## src/rtl/kbd_mmio_port.sv

```systemverilog
// PS/2 keyboard receiver with a 2**FIFO_AW-entry scancode FIFO behind a 4-word MMIO window.
// Latency: PS/2 clock pin fall to FSM action is 3 clk; the byte is readable the cycle after the push; irq follows one cycle later.
// Backpressure: there is none toward the PS/2 device. A byte pushed while full is dropped and sets sticky overflow. A pop occurs only when hold is low.
//
// Ports:
//   clk, rst           pipeline clock; asynchronous active-low reset
//   ps2_clk, ps2_data  raw PS/2 pins, asynchronous to clk
//   sel, rd, wr, hold  window select, read/write strobes, pipeline stall
//   addr               word offset: 0 DATA (read pops), 1 STATUS (write clears flags), 2/3 read 0
//   rdata              combinational read data, 0 when !sel
//   irq                registered FIFO-nonempty
module kbd_mmio_port #(
    parameter int FIFO_AW        = 4,
    parameter int TIMEOUT_CYCLES = 20000
) (
    input  logic        clk,
    input  logic        rst,
    input  logic        ps2_clk,
    input  logic        ps2_data,
    input  logic        sel,
    input  logic        rd,
    input  logic        wr,
    input  logic        hold,
    input  logic [1:0]  addr,
    output logic [31:0] rdata,
    output logic        irq
);
    localparam int DEPTH = 1 << FIFO_AW;
    localparam int CW    = FIFO_AW + 1;
    localparam int TW    = $clog2(TIMEOUT_CYCLES);
    localparam logic [TW-1:0] TO_MAX = TW'(TIMEOUT_CYCLES - 1);

    typedef enum logic [1:0] {S_IDLE, S_DATA, S_PARITY, S_STOP} state_t;

    // Pin synchronisers. They reset to 1, the PS/2 idle level, so that reset does not create a false edge.
    logic [1:0] ck_sync, dt_sync;
    logic       ck_prev;
    logic       fall, bit_in;

    always_ff @(posedge clk or negedge rst) begin
        if (!rst) begin
            ck_sync <= 2'b11;
            dt_sync <= 2'b11;
            ck_prev <= 1'b1;
        end else begin
            ck_sync <= {ck_sync[0], ps2_clk};
            dt_sync <= {dt_sync[0], ps2_data};
            ck_prev <= ck_sync[1];
        end
    end

    assign fall   = ck_prev & ~ck_sync[1];
    assign bit_in = dt_sync[1];

    // Frame FSM
    state_t         state, state_nxt;
    logic [7:0]     sr;
    logic [2:0]     bcnt;
    logic           perr;
    logic [TW-1:0]  tcnt;
    logic           push_req, perr_set, ferr_set, to_hit;

    always_comb begin
        state_nxt = state;
        push_req  = 1'b0;
        perr_set  = 1'b0;
        ferr_set  = 1'b0;
        to_hit    = (state != S_IDLE) && !fall && (tcnt == TO_MAX);
        case (state)
            S_IDLE:   if (fall && !bit_in) state_nxt = S_DATA;
            S_DATA:   if (fall && bcnt == 3'd7) state_nxt = S_PARITY;
            S_PARITY: if (fall) state_nxt = S_STOP;
            S_STOP: begin
                if (fall) begin
                    push_req  = bit_in & ~perr;
                    perr_set  = perr;
                    ferr_set  = ~bit_in;
                    state_nxt = S_IDLE;
                end
            end
            default:  state_nxt = S_IDLE;
        endcase
        // A stalled frame is abandoned, so the next start bit is not taken as data.
        if (to_hit) begin
            state_nxt = S_IDLE;
            ferr_set  = 1'b1;
        end
    end

    always_ff @(posedge clk or negedge rst) begin
        if (!rst) begin
            state <= S_IDLE;
            sr    <= '0;
            bcnt  <= '0;
            perr  <= 1'b0;
            tcnt  <= '0;
        end else begin
            state <= state_nxt;
            if (to_hit) begin
                sr <= '0;
            end else if (fall) begin
                case (state)
                    S_IDLE:   bcnt <= '0;
                    S_DATA: begin
                        sr   <= {bit_in, sr[7:1]};
                        bcnt <= bcnt + 3'd1;
                    end
                    S_PARITY: perr <= ~^{sr, bit_in};
                    default:  ;
                endcase
            end
            if (fall || state == S_IDLE)
                tcnt <= '0;
            else if (tcnt != TO_MAX)
                tcnt <= tcnt + TW'(1);
        end
    end

    // Scancode FIFO
    logic [7:0]         mem [DEPTH];
    logic [FIFO_AW-1:0] wr_ptr, rd_ptr;
    logic [CW-1:0]      count;
    logic               nonempty, full, pop, push, clr;
    logic               overflow, parity_err, frame_err;

    assign nonempty = (count != '0);
    assign full     = (count == CW'(DEPTH));
    assign pop      = sel & rd & ~hold & (addr == 2'd0) & nonempty;
    // A pop in the same edge frees a slot, so a push into a full FIFO is still accepted.
    assign push     = push_req & (~full | pop);
    assign clr      = sel & wr & ~hold & (addr == 2'd1);

    always_ff @(posedge clk) begin
        if (push) mem[wr_ptr] <= sr;
    end

    always_ff @(posedge clk or negedge rst) begin
        if (!rst) begin
            wr_ptr     <= '0;
            rd_ptr     <= '0;
            count      <= '0;
            overflow   <= 1'b0;
            parity_err <= 1'b0;
            frame_err  <= 1'b0;
            irq        <= 1'b0;
        end else begin
            if (push) wr_ptr <= wr_ptr + FIFO_AW'(1);
            if (pop)  rd_ptr <= rd_ptr + FIFO_AW'(1);
            case ({push, pop})
                2'b10:   count <= count + CW'(1);
                2'b01:   count <= count - CW'(1);
                default: ;
            endcase
            // A new event wins over a clear in the same cycle.
            overflow   <= (overflow   & ~clr) | (push_req & full & ~pop);
            parity_err <= (parity_err & ~clr) | perr_set;
            frame_err  <= (frame_err  & ~clr) | ferr_set;
            irq        <= nonempty;
        end
    end

    // Read mux
    logic [31:0] status;

    always_comb begin
        status             = '0;
        status[0]          = nonempty;
        status[1]          = full;
        status[2]          = overflow;
        status[3]          = parity_err;
        status[4]          = frame_err;
        status[8 +: CW]    = count;
    end

    always_comb begin
        rdata = '0;
        if (sel) begin
            case (addr)
                2'd0:    if (nonempty) rdata = {23'd0, 1'b1, mem[rd_ptr]};
                2'd1:    rdata = status;
                default: rdata = '0;
            endcase
        end
    end
endmodule
```

## config.mk

```make
export PLATFORM = sky130hd
export DESIGN_NAME = kbd_mmio_port
export DESIGN_NICKNAME = d
export VERILOG_FILES = /design/src/rtl/kbd_mmio_port.sv
export SDC_FILE = /design/constraint.sdc
export NUM_CORES = 1
export LEC_CHECK = 0
export BUFFER_PORTS_ARGS = -buffer_cell sky130_fd_sc_hd__buf_2
export CORE_MARGIN = 10
export CORE_UTILIZATION = 40
export DETAILED_ROUTE_END_ITERATION = 10
export GPL_ROUTABILITY_DRIVEN = 0
export HOLD_SLACK_MARGIN = 0.05
export PLACE_DENSITY = 0.61
export SLEW_MARGIN = 20
export SYNTH_ARGS = -nofsm -noshare
export SYNTH_HDL_FRONTEND = slang
export SYNTH_SLANG_ARGS = --single-unit
```

## constraint.sdc

```tcl
create_clock -name clk -period 4.8 [get_ports clk]
set_clock_uncertainty 0.2 [all_clocks]
set_input_delay 0.72 -clock clk [delete_from_list [all_inputs] [get_ports clk]]
set_output_delay 0.72 -clock clk [all_outputs]
set_load 0.02 [all_outputs]
```

# --- Word-level counts from Yosys, hierarchy flattened ---
# Memories as Yosys holds them, arrays and structs flattened.
# Cells that the tools add are included.
totals:
  ff_bits: 51
  ram_bits: 128
  inputBits: 10
  elab_cells: 109
  mem_count: 1
op_classes:
  add_sub_neg: 6
  n_eq_ne: 14
  muxes: 25
  bitwise_logic: 27
  n_reduce_logical: 21
mem_list:
  columns: ["name", "words", "width", "rd", "rd_ports_with_merged_regs", "write_ports", "line", "rtl"]
  rows:
  - ["mem", 16, 8, 1, 0, 1, "120", "logic [7:0] mem [DEPTH];"]
op_table:
  columns: ["cell", "n"]
  rows:
  - ["case mux 32 bit (2 select lines)", 1]
  - ["2-to-1 mux 32 bit", 1]
  - ["2-to-1 mux 15 bit", 2]
  - ["2-to-1 mux 8 bit", 3]
  - ["adder 15 x 1 -> 15 bit (second input constant)", 1]
  - ["AND 1 bit", 15]
  - ["equality test 15 bit (second input constant)", 1]
  - ["inequality test 15 bit (second input constant)", 1]
  - ["inequality test 3 bit (second input constant)", 4]
  - ["nonzero test 2 bit", 6]
  - ["2-to-1 mux 2 bit", 5]
  - ["case mux 5 bit (2 select lines)", 1]
  - ["2-to-1 mux 1 bit", 9]
  - ["2-to-1 mux 9 bit", 1]
  - ["XNOR reduction 9 bit", 1]
  - ["adder 4 x 1 -> 4 bit (second input constant)", 2]
  - ["inverter 1 bit", 8]
  - ["case mux 2 bit (4 select lines)", 1]
  - ["equality test 2 x 1 -> 1 bit (second input constant)", 3]
  - ["equality test 2 bit (second input constant)", 3]
  - ["case mux 3 bit (2 select lines)", 1]
  - ["AND reduction 3 bit", 2]
  - ["adder 5 x 1 -> 5 bit (second input constant)", 1]
  - ["equality test 5 bit (second input constant)", 1]
  - ["11 further kinds", 19]

# --- Longest topological paths before layout ---
# Gate-level depths: netlist of run 1.
logic_depth:
  word_depth: 8
  depth_mapped: 10
  mapped_depth_nobuf: 9

# --- Worst setup path before layout of run 1 ---
# Ideal clock, no wire load.
synth_path:
  path_type: "input to output"
  start: "input port sel"
  end: "output port rdata[5]"
  t_arrival_ns: 1.898
  required_ns: 3.880
  path_slack_ns: 1.982
  stages: 4
  path_buffers: 0
  path_cell_list: "nor2b_1 -> nand2_1 -> or2_2 -> a211oi_1"
synth_between:
  elab_chain_cells: 1
synth_rtl:
  columns: ["item", "line", "rtl"]
  rows:
  - ["start, declared", "20", "input logic sel,"]
  - ["2-to-1 mux 32 bit", "177", "if (sel) begin"]
  - ["end, declared", "25", "output logic [31:0] rdata,"]
# Every way passes these cells.

# --- Worst setup path in the final report of run 1 ---
layout_path:
  start: "register rd_ptr[2]"
  end: "output port rdata[1]"
layout_between:
  elab_chain_cells: 4
layout_rtl:
  columns: ["item", "line", "rtl"]
  rows:
  - ["start, declared", "121", "logic [FIFO_AW-1:0] wr_ptr, rd_ptr;"]
  - ["start signal, assigned", "148", "if (pop) rd_ptr <= rd_ptr + FIFO_AW'(1);"]
  - ["memory read (16 x 8 bit)", null, null]
  - ["2-to-1 mux 9 bit", "179", "2'd0: if (nonempty) rdata = {23'd0, 1'b1, mem[rd_ptr]};"]
  - ["case mux 32 bit (2 select lines)", "178", "case (addr)"]
  - ["2-to-1 mux 32 bit", "177", null]
# Every way passes these cells.

==> results of run 1 <==
power groups by stage:
stage                     sequential [W]  clock [W]  combinational [W]
after global placement           0.00223          0           0.000797
final                            0.00221    0.00134           0.000812
after floorplan                  0.00202          0           0.000820
after CTS                        0.00222    0.00137           0.000824
after detailed placement         0.00225          0           0.000823
after global routing             0.00226    0.00144           0.000900
cell families (layout without fill, tap and decap cells):
logic type,count (synthesis),after routing
xor+xnor,34,34
buf+inv,50,67
mux,46,46
simple gates,132,132
other cells,1,19
flops,179,179
fa+ha+maj,13,13
compound gates,49,49
routing by layer:
layer | GRT usage [%] | up-vias
li1 | - | 1932
met5 | 0 | -
met2 | 21.02 | 104
met4 | 4.466 | 0
met3 | 3.162 | 15
met1 | 15.74 | 2159
flip-flops by register name, indices dropped and copies added (netlist names):
name	count
mem	128
dt_sync	2
bcnt	3
overflow	1
frame_err	1
count	5
ck_prev	1
wr_ptr	4
ck_sync	2
state	2
rd_ptr	4
parity_err	1
perr	1
irq	1
sr	8
tcnt	15
final timing paths:
path | cells after the start | slack (ns) | start | to
min in group asynchronous | 2 | 0.20 | rst | tcnt[2]
setup / recovery | 6 | 1.01 | rd_ptr[2] | rdata[1]
max in group asynchronous | 2 | 3.68 | rst | rd_ptr[0]
hold / removal | 0 | 0.16 | dt_sync[0] | dt_sync[1]
hold reg to reg | 0 | 0.16 | dt_sync[0] | dt_sync[1]
setup reg to reg | 7 | 1.67 | ck_prev | mem[3][5]
cell usage after synthesis, types with 2 or more instances:
master	count	share of area, %
o2bb2ai_1	2	0.22
nor3b_1	2	0.19
nor2b_1	9	0.72
a21oi_1	10	0.64
and3b_1	2	0.22
nand2_1	21	1.0
and4_1	4	0.45
and3_1	6	0.48
nand3_1	13	0.83
a32o_1	3	0.38
edfxtp_1	128	49
nor3_1	6	0.38
a22o_1	3	0.34
o21ai_0	7	0.45
xor2_1	17	1.9
inv_1	7	0.34
a31oi_1	2	0.16
a211oi_1	10	0.96
nor2_1	32	1.5
xnor2_1	17	1.9
ha_1	13	2.1
nand4_1	9	0.72
clkbuf_1	12	0.57
and2_1	13	1.0
mux2i_1	12	1.5
buf_2	6	0.38
mux4_2	33	9.5
dfstp_2	5	1.7
buf_4	22	2.1
nand2b_1	2	0.16
dfrtp_1	46	15
metrics by stage:
| step | power (W) | cell area [µm²] | hold WS, ns | std cells | setup WS (ns) |
|---|---|---|---|---|---|
| floorplan | 0.002836 | 7911 | 0.1452 | 522 | 1.982 |
| global placement | 0.003026 | 8128 | 0.1466 | 772 | 1.270 |
| detailed placement | 0.003074 | 8128 | 0.1532 | 772 | 1.251 |
| CTS | 0.004410 | 8712 | 0.1584 | 804 | 0.7898 |
| global route | 0.004600 | 8716 | 0.1655 | 804 | 0.7914 |
| finish | 0.004362 | 8716 | 0.1594 | 804 | 1.008 |
area by class of cell:
type                    count  area [µm²]
clock buffers              21       494.2
inverters                   7       26.28
clock inverters            11       90.09
flip-flops and latches    179        5131
fillers                  1687       10680
well taps                 265       331.6
repair buffers             28       152.6
multi-input cells         293        2490
==> impl_metrics.csv, run 1 <==
group,metric,value,unit
synth,netlist_area,7844,µm²
placement,dpl.hpwl,10330,µm
die,rows,51,
finish,layout-drive-gt1-share,20.41,%
clocking,cts_resized,0,
power,p_seq_share,50.7,%
finish,syn_to_final_growth,11.12,%
route,wirelength,15720,µm
route,vias,4210,
synth,synthCells,504,
power,p_clk_share,30.7,%
grt,grt_pass1_wl,25040,µm
clocking,clk_latency,0.43,ns
finish,layout_commonest_cell,"edfxtp_1",
clocking,cts_setup_buffers,0,
synth,ys_types,61,
die,core,19400,µm²
sta,fmax,0.2637,GHz
clocking,cts_num_sinks,179,
power,p_leak,3.167,nW
synth,synth_top_family_by_area,"multiplexers",
route,m1WireLength,6799,µm
power,power_density,500.4,nW/µm²
finish,mostFrequentLayoutCells,"edfxtp_1, dfrtp_1, mux4_2, nor2_1, buf_2",
synth,synth_edf_count,128,
route,viasPerCell,5.236,
die,start_util,40.43,%
finish,n_antenna_cell,0,
clocking,cts-root-buf,"clkbuf_16",
clocking,max-clock-path-buffers,2,
setup_path,cp-start-kind,"flop",
setup_path,slowest_delay,0.87,ns
sta,rsz0062_at_grt,"no",
die,die-area,25610,µm²
job,cap_violations,0,
route,drc,0,
setup_path,critPathTopFamily,"flip-flops",
setup_path,critPathRequiredTime,3.88,ns
synth,synth_flop_cell,"edfxtp_1",
sta,hold_viol,0,
sta,fin_setup_tns,0,ns
synth,ys_warn_count,0,
synth,async_reset_ff_share,28.49,%
grt,antenna_found_initial,0,
sta,slew_headroom,45.33,%
sta,period_needed,3.792,ns
sta,period_share,79.00,%
power,combPwrFrac,18.6,%
synth,synth_fa_ha_area_share,2.074,%
route,wl_met2,7947,µm
route,wl_met3,730,µm
sta,slew_viol_final,0,
route,top_layer,"met4",
die,die_h,160.0,µm
grt,grt_max_degree,52,
power,p_int,0.003046,W
finish,fin_nets,549,
power,swShare,30.17,%
setup_path,crit_arrival,2.87,ns
outcome,status,"finished, final reports clean",
synth,synth.area.mux_share,11.15,%
setup_path,crit_slowest_cell,"dfrtp_1",
sta,worst_pin_slew,0.7994,ns
setup_path,path_cells,"mux4_2 > mux2i_1 > a2111oi_0 > a21oi_1 > nor2_1 > buf_2",
setup_path,crit_buf_inv,1,
route,dr.pass1.iters,5,
route,wl_per_cell,19.56,µm
clocking,htree_levels,4,
die,io_pins,43,
grt,gr-usage-all-layers,12.66,%
synth,ys_ff_latch,179,
synth,yosysSeqAreaShare,65.35,%
placement,port_buffers,23,
clocking,ctsHoldBuffers,0,
route,drtIter0Drc,351,
route,ant_nets,0,
min_path,hold_path_class,"reg -> reg",
setup_path,crit_fanout,15,
clocking,cts_tree,"done",
synth,synthSimpleGateAreaFrac,9.268,%
synth,syn_avg_cell_area,15.56,µm²
power,p_sw,0.001316,W
setup_path,endpoint_kind,"output pin",
setup_path,timing_worst_setup_path_type,"reg -> out",
synth,synth-xor-area-share,3.796,%
die,die_x,160.0,µm
clocking,clk_pin_slew,0.07,ns
grt,grt_pass1_vias,4395,
finish,final_util,44.93,%
grt,grt_overflow_total,0,
synth,synth_compound_area_share,4.546,%
clocking,cts_inserted_buffers,17,
power,peakVddDrop,0.0002762,V
sta,finalSetupViolations,0,
No activity file was read; power rests on OpenSTA's default activity.
==> inputs of run 2 (changes only) <==
- ABC_AREA: default -> 1
- PLACE_DENSITY: 0.61 -> 0.63
- clock period: 4.8 -> 3.3 ns (I/O delays scaled with it)
==> run 2 against run 1 <==
Combinational power rose to 2.7 times the previous value. Highest routed layer unchanged. Non-clock buffer count is 18 higher. Count of clock-buffer cells in the layout down 3. Critical endpoint is now rdata[2]. Hold slack worse by 0.0034 ns. Sequential share of layout area fell by 2.5 points. Wire length is 12% higher. Global-route usage up 1.3 points. Cell area increased by 4.3%.
==> impl_metrics.csv, run 2 <==
group,metric,value,unit
grt,gr-usage-all-layers,13.97,%
die,start_util,40.97,%
grt,grt_pass1_wl,28770,µm
route,drtIter0Drc,486,
finish,layout-drive-gt1-share,15.48,%
clocking,htree_levels,4,
die,rows,51,
setup_path,timing_worst_setup_path_type,"reg -> out",
sta,period_needed,3.065,ns
power,peakVddDrop,0.0003006,V
die,die-area,26210,µm²
synth,synth_area_leaders,"edfxtp_1, dfrtp_1, o21ai_0, nor2_1, nand2_1",
finish,top_register,"mem",
setup_path,crit_fanout,34,
clocking,cts_tree,"done",
setup_path,path_cells,"inv_2 > o21ai_0 > o221ai_1 > nand3_1 > nand2_1 > nand2_1 > a21oi_1 > buf_2",
power,power.total,0.007205,W
grt,grt_overflow_total,0,
sta,finalSetupViolations,0,
setup_path,regToRegSetupSlack,0.73,ns
grt,grt_max_degree,45,
outcome,status,"finished, final reports clean",
synth,synth_top_area_share,47.73,%
clocking,cts_inserted_buffers,17,
clocking,cts_setup_buffers,0,
clocking,max-clock-path-buffers,2,
power,p_leak,3.583,nW
setup_path,cp-start-kind,"flop",
setup_path,crit_slowest_cell,"inv_2",
route,dr.pass1.iters,5,
synth,synth_flop_cell,"edfxtp_1",
sta,slew_headroom,39.83,%
setup_path,endpoint_kind,"output pin",
synth,ys_ff_latch,179,
sta,fin_setup_tns,0,ns
sta,worst_pin_slew,0.9026,ns
synth,syn_avg_cell_area,11.15,µm²
min_path,hold_path_class,"reg -> reg",
route,ant_nets,0,
route,wl_per_cell,17.00,µm
synth,async_reset_ff_share,28.49,%
sta,setup_ws,0.2354,ns
die,io_pins,43,
clocking,clk_latency,0.43,ns
route,viasPerCell,5.188,
placement,dpl.hpwl,11710,µm
synth,synth_common_cells,"edfxtp_1, nor2_1, o21ai_0",
synth,yosysMostFrequentCell,"edfxtp_1",
setup_path,crit_top_cell,"nand2_1",
clocking,cts_resized,0,
route,drc,0,
synth,ys_types,49,
clocking,cts-root-buf,"clkbuf_16",
placement,preCtsSetupSlack,0.5165,ns
route,wirelength,17680,µm
sta,finalHoldWorstSlack,0.1560,ns
clocking,ctsHoldBuffers,3,
finish,syn_to_final_growth,12.87,%
synth,synthCells,722,
die,core,19650,µm²
clocking,cts_num_sinks,179,
finish,layout_commonest_cell,"edfxtp_1",
synth,netlist_area,8053,µm²
job,cap_violations,0,
finish,reg_top3,"mem: 128 flops, tcnt: 15 flops, sr: 8 flops",
sta,slew_viol_final,0,
finish,fill_cells,1828,
finish,largest_reg_flops,128,
synth,yosysSeqAreaShare,63.66,%
setup_path,slowest_delay,0.42,ns
setup_path,critPathRequiredTime,2.60,ns
sta,fmax,0.3263,GHz
finish,n_antenna_cell,0,
synth,ys_warn_count,0,
finish,mostFrequentLayoutCells,"edfxtp_1, nor2_1, o21ai_0, nand2_1, dfrtp_1",
die,die_x,161.9,µm
route,vias,5396,
sta,hold_viol,0,
sta,rsz0062_at_grt,"no",
synth,synth_top_area_cell,"edfxtp_1",
grt,antenna_found_initial,0,
placement,port_buffers,23,
finish,fin_nets,785,
power,power_density,792.7,nW/µm²
synth,synth_edf_count,128,
clocking,clk_pin_slew,0.07,ns
sta,period_share,92.87,%
grt,grt_pass1_vias,5346,
setup_path,crit_arrival,2.37,ns
die,die_h,161.9,µm
## run 2: cell types whose count changed in the layout (fill, tap and decap cells not counted), sizes merged, moves of 10 or more
| cell | delta |
|---|---|
| nor2 | +87 |
| o21ai | +85 |
| nand2 | +60 |
| inv | +49 |
| mux4 | -33 |
| nand3 | +21 |
| buf | +15 |
| and2 | -13 |
| o221ai | +13 |
| xnor2 | -12 |
| mux2i | -11 |
| a211oi | -10 |
## run 2: routing by layer
| layer | track usage, % | up-vias | routed length [µm] |
|---|---|---|---|
| li1 | - | 2588 | - |
| met1 | 18.20 | 2620 | 7765 |
| met2 | 21.79 | 164 | 8310 |
| met3 | 3.741 | 24 | 1231 |
| met4 | 5.335 | 0 | 377 |
| met5 | 0 | - | 0 |
## run 2: area by class of cell
| class | count | area (µm²) | area share (%) |
|---|---|---|---|
| Sequential cell | 179 | 5127 | 56.42 |
| Inverter | 56 | 212.7 | 2.340 |
| Tap cell | 265 | 331.6 | 3.648 |
| Clock inverter | 14 | 150.1 | 1.652 |
| Timing Repair Buffer | 46 | 307.8 | 3.387 |
| Clock buffer | 18 | 429.2 | 4.722 |
| Multi-Input combinational cell | 462 | 2530 | 27.84 |
## run 2: final timing paths
| check | from | end | cells past startpoint |
|---|---|---|---|
| min in group asynchronous | rst | count[4] | 2 |
| worst min register to register | ck_sync[0] | ck_sync[1] | 0 |
| worst min-delay path | ck_sync[0] | ck_sync[1] | 0 |
| worst max-delay path | rd_ptr[1] | rdata[2] | 8 |
| max in group asynchronous | rst | dt_sync[1] | 3 |
| worst max register to register | ck_prev | mem[12][0] | 8 |
## run 2: kinds of logic after synthesis
kind of cell | synth area share, %
AO/OA/AOI/OAI | 12.01
adder cells (fa/ha/maj) | 2.020
flip-flops | 63.66
other | 0.04657
multiplexers | 0.1243
XOR/XNOR | 1.631
buffers and inverters | 5.765
AND/OR/NAND/NOR | 14.74
## run 2: stage by stage
| step | instances | area (µm²) | utilization, % |
|---|---|---|---|
| after CTS | 1040 | 9089 | 46.24 |
| final | 1040 | 9089 | 46.24 |
| after global placement | 1005 | 8479 | 43.14 |
| after detailed placement | 1005 | 8479 | 43.14 |
| after global routing | 1040 | 9089 | 46.24 |
| after floorplan | 740 | 8120 | - |
## run 2: power by group
group	leakage, nW	switching (W)	internal, W
combinational	1.40	0.00148	0.000730
clock	0.275	0.000859	0.00112
sequential	1.91	0.000277	0.00274
## run 2: worst max-delay path, delay by kind of cell (launching register included)
kind / cells / cell delay (ns)
AOI/OAI and AO/OA: 3 / 0.60
and+or+nand+nor: 3 / 0.33
DFF: 1 / 0.38
buffers and inverters: 2 / 0.61
==> inputs of run 3 (changes only) <==
- ABC_AREA: 1 -> default
==> run 3 against run 2 <==
Core utilization is 0.29 points lower. Count of clock-buffer cells in the layout is 1 higher. Setup slack worse by 0.12 ns. Sequential share of layout area is 1.1 points higher. Largest cell class unchanged.
==> impl_metrics.csv, run 3 (same netlist as run 1, synthesis figures left out) <==
group,metric,value,unit
outcome,status,"finished, final reports clean",
clocking,cts-root-buf,"clkbuf_16",
clocking,max-clock-path-buffers,2,
placement,port_buffers,23,
sta,fin_setup_tns,0,ns
grt,use_met1,15.53,%
route,wirelength,15470,µm
finish,top_register,"mem",
clocking,cts_inserted_buffers,17,
route,wl_per_cell,18.80,µm
finish,reg_top3,"mem: 128 flops, tcnt: 15 flops, sr: 8 flops",
grt,grt_max_degree,24,
die,core,19400,µm²
finish,largest_reg_flops,128,
setup_path,crit_path_end,"rdata[0]",
sta,rsz0062_at_grt,"no",
grt,grtUsageMet2,20.03,%
die,die_h,160.0,µm
grt,gr-max-usage-layer,"met2",
finish,fin_nets,568,
job,cap_violations,0,
setup_path,startpoint,"rd_ptr[0]",
sta,period_needed,3.184,ns
setup_path,crit_fanout,15,
grt,grt_pass1_wl,24950,µm
min_path,hold_path_class,"reg -> reg",
placement,dpl.hpwl,10790,µm
route,dr.pass1.iters,4,
route,vias,4259,
route,drc,0,
grt,antenna_found_initial,0,
route,viasPerCell,5.175,
min_path,holdCritStartpoint,"dt_sync[0]",
sta,period_share,96.48,%
clocking,cts_tree,"done",
route,ant_nets,0,
die,die-area,25610,µm²
sta,hold_viol,0,
setup_path,cp-start-kind,"flop",
clocking,cts_num_sinks,179,
setup_path,crit-reg2reg-capture,"mem[0][3]",
grt,grt_pass1_vias,4349,
finish,syn_to_final_growth,13.65,%
die,io_pins,43,
finish,final_util,45.96,%
power,power_density,733.5,nW/µm²
sta,finalSetupViolations,0,
finish,layout_commonest_cell,"edfxtp_1",
setup_path,crit_arrival,2.49,ns
setup_path,r2r_cells,6,
die,rows,51,
sta,slew_headroom,50.03,%
sta,slew_viol_final,0,
die,die_x,160.0,µm
die,start_util,40.43,%
clocking,htree_levels,4,
finish,fill_cells,1702,
finish,mostFrequentLayoutCells,"edfxtp_1, dfrtp_1, mux4_2, nor2_1, buf_2",
finish,regArea,5130,µm²
sta,fmax,0.3141,GHz
power,peakVddDrop,0.0005849,V
finish,layout-drive-gt1-share,23.12,%
power,p_leak,3.281,nW
setup_path,timing_worst_setup_path_type,"reg -> out",
clocking,clk_pin_slew,0.07,ns
setup_path,reg2reg_from,"ck_prev",
finish,multi_input_area,2507,µm²
clocking,clk_latency,0.43,ns
finish,n_antenna_cell,0,
grt,grt.met3_usage,3.470,%
sta,worst_pin_slew,0.7495,ns
setup_path,critPathRequiredTime,2.60,ns
grt,gr-usage-all-layers,12.42,%
setup_path,endpoint_kind,"output pin",
route,drtIter0Drc,244,
grt,grt_overflow_total,0,
setup_path,regToRegSetupSlack,0.39,ns
[run 3: cell count changes in the layout (fill, tap and decap cells not counted), moves of 15 or more]
cell,delta
nand2_1,-51
inv_1,-36
mux4_2,+33
nand3_1,-15
o21ai_0,-78
nor2_1,-81
[run 3: area by class of cell]
class / count / area share [%]
Tap cell: 265 / 3.719
Clock inverter: 13 / 1.305
Sequential cell: 179 / 57.54
Clock buffer: 19 / 5.333
Timing Repair Buffer: 47 / 3.677
Multi-Input combinational cell: 293 / 28.13
Inverter: 7 / 0.2947
[run 3: critical path, cell delays in order (launching register included)]
cell and delay, ns:
dfrtp_4 0.52, buf_12 0.19, mux4_2 0.51, mux4_2 0.52
nor2_2 0.10, nor2_1 0.05, buf_2 0.16
[run 3: metal layers]
| layer | share of wire, % | wire [µm] |
|---|---|---|
| met1 | 42 | 6551 |
| met5 | 0 | 0 |
| met3 | 5.3 | 814 |
| met4 | 2.1 | 323 |
| met2 | 50 | 7785 |
[run 3: worst min path at each step]
stage	slack (ns)	cells after the start	end
final	0.16	0	dt_sync[1]
after global routing	0.16	0	dt_sync[1]
after CTS	0.16	0	dt_sync[1]
after detailed placement	0.15	0	dt_sync[1]
after global placement	0.15	0	dt_sync[1]
after floorplan	-0.0006	0	bcnt[0]
[run 3: where the power goes]
part | leakage, nW | switching, W | internal, W
clock network | 0.299 | 0.000846 | 0.00114
registers | 1.84 | 0.000404 | 0.00271
logic | 1.14 | 0.000719 | 0.000721
total | 3.28 | 0.00197 | 0.00457
[run 3: timing repair]
| action | in CTS | in global routing |
|---|---|---|
| endpoints found under the setup margin | 4 | 6 |
| setup buffers | 0 | 4 |
| endpoints found under the hold margin | 13 | 0 |
| hold buffers | 3 | 0 |
| resized for setup | 6 | 2 |
| gates cloned | 0 | 0 |
[run 3: stage by stage]
step                      instances  hold slack (ns)  power (W)  setup WS, ns  area, µm²
final                           823           0.1573   0.006539        0.1161       8915
after detailed placement        784           0.1478   0.004539        0.1303       8230
after global routing            823           0.1596   0.006877      0.009924       8915
after floorplan                 522       -0.0005910   0.004125        0.7266       7911
after CTS                       819           0.1579   0.006557      0.009525       8880
after global placement          784           0.1464   0.004494        0.2469       8230
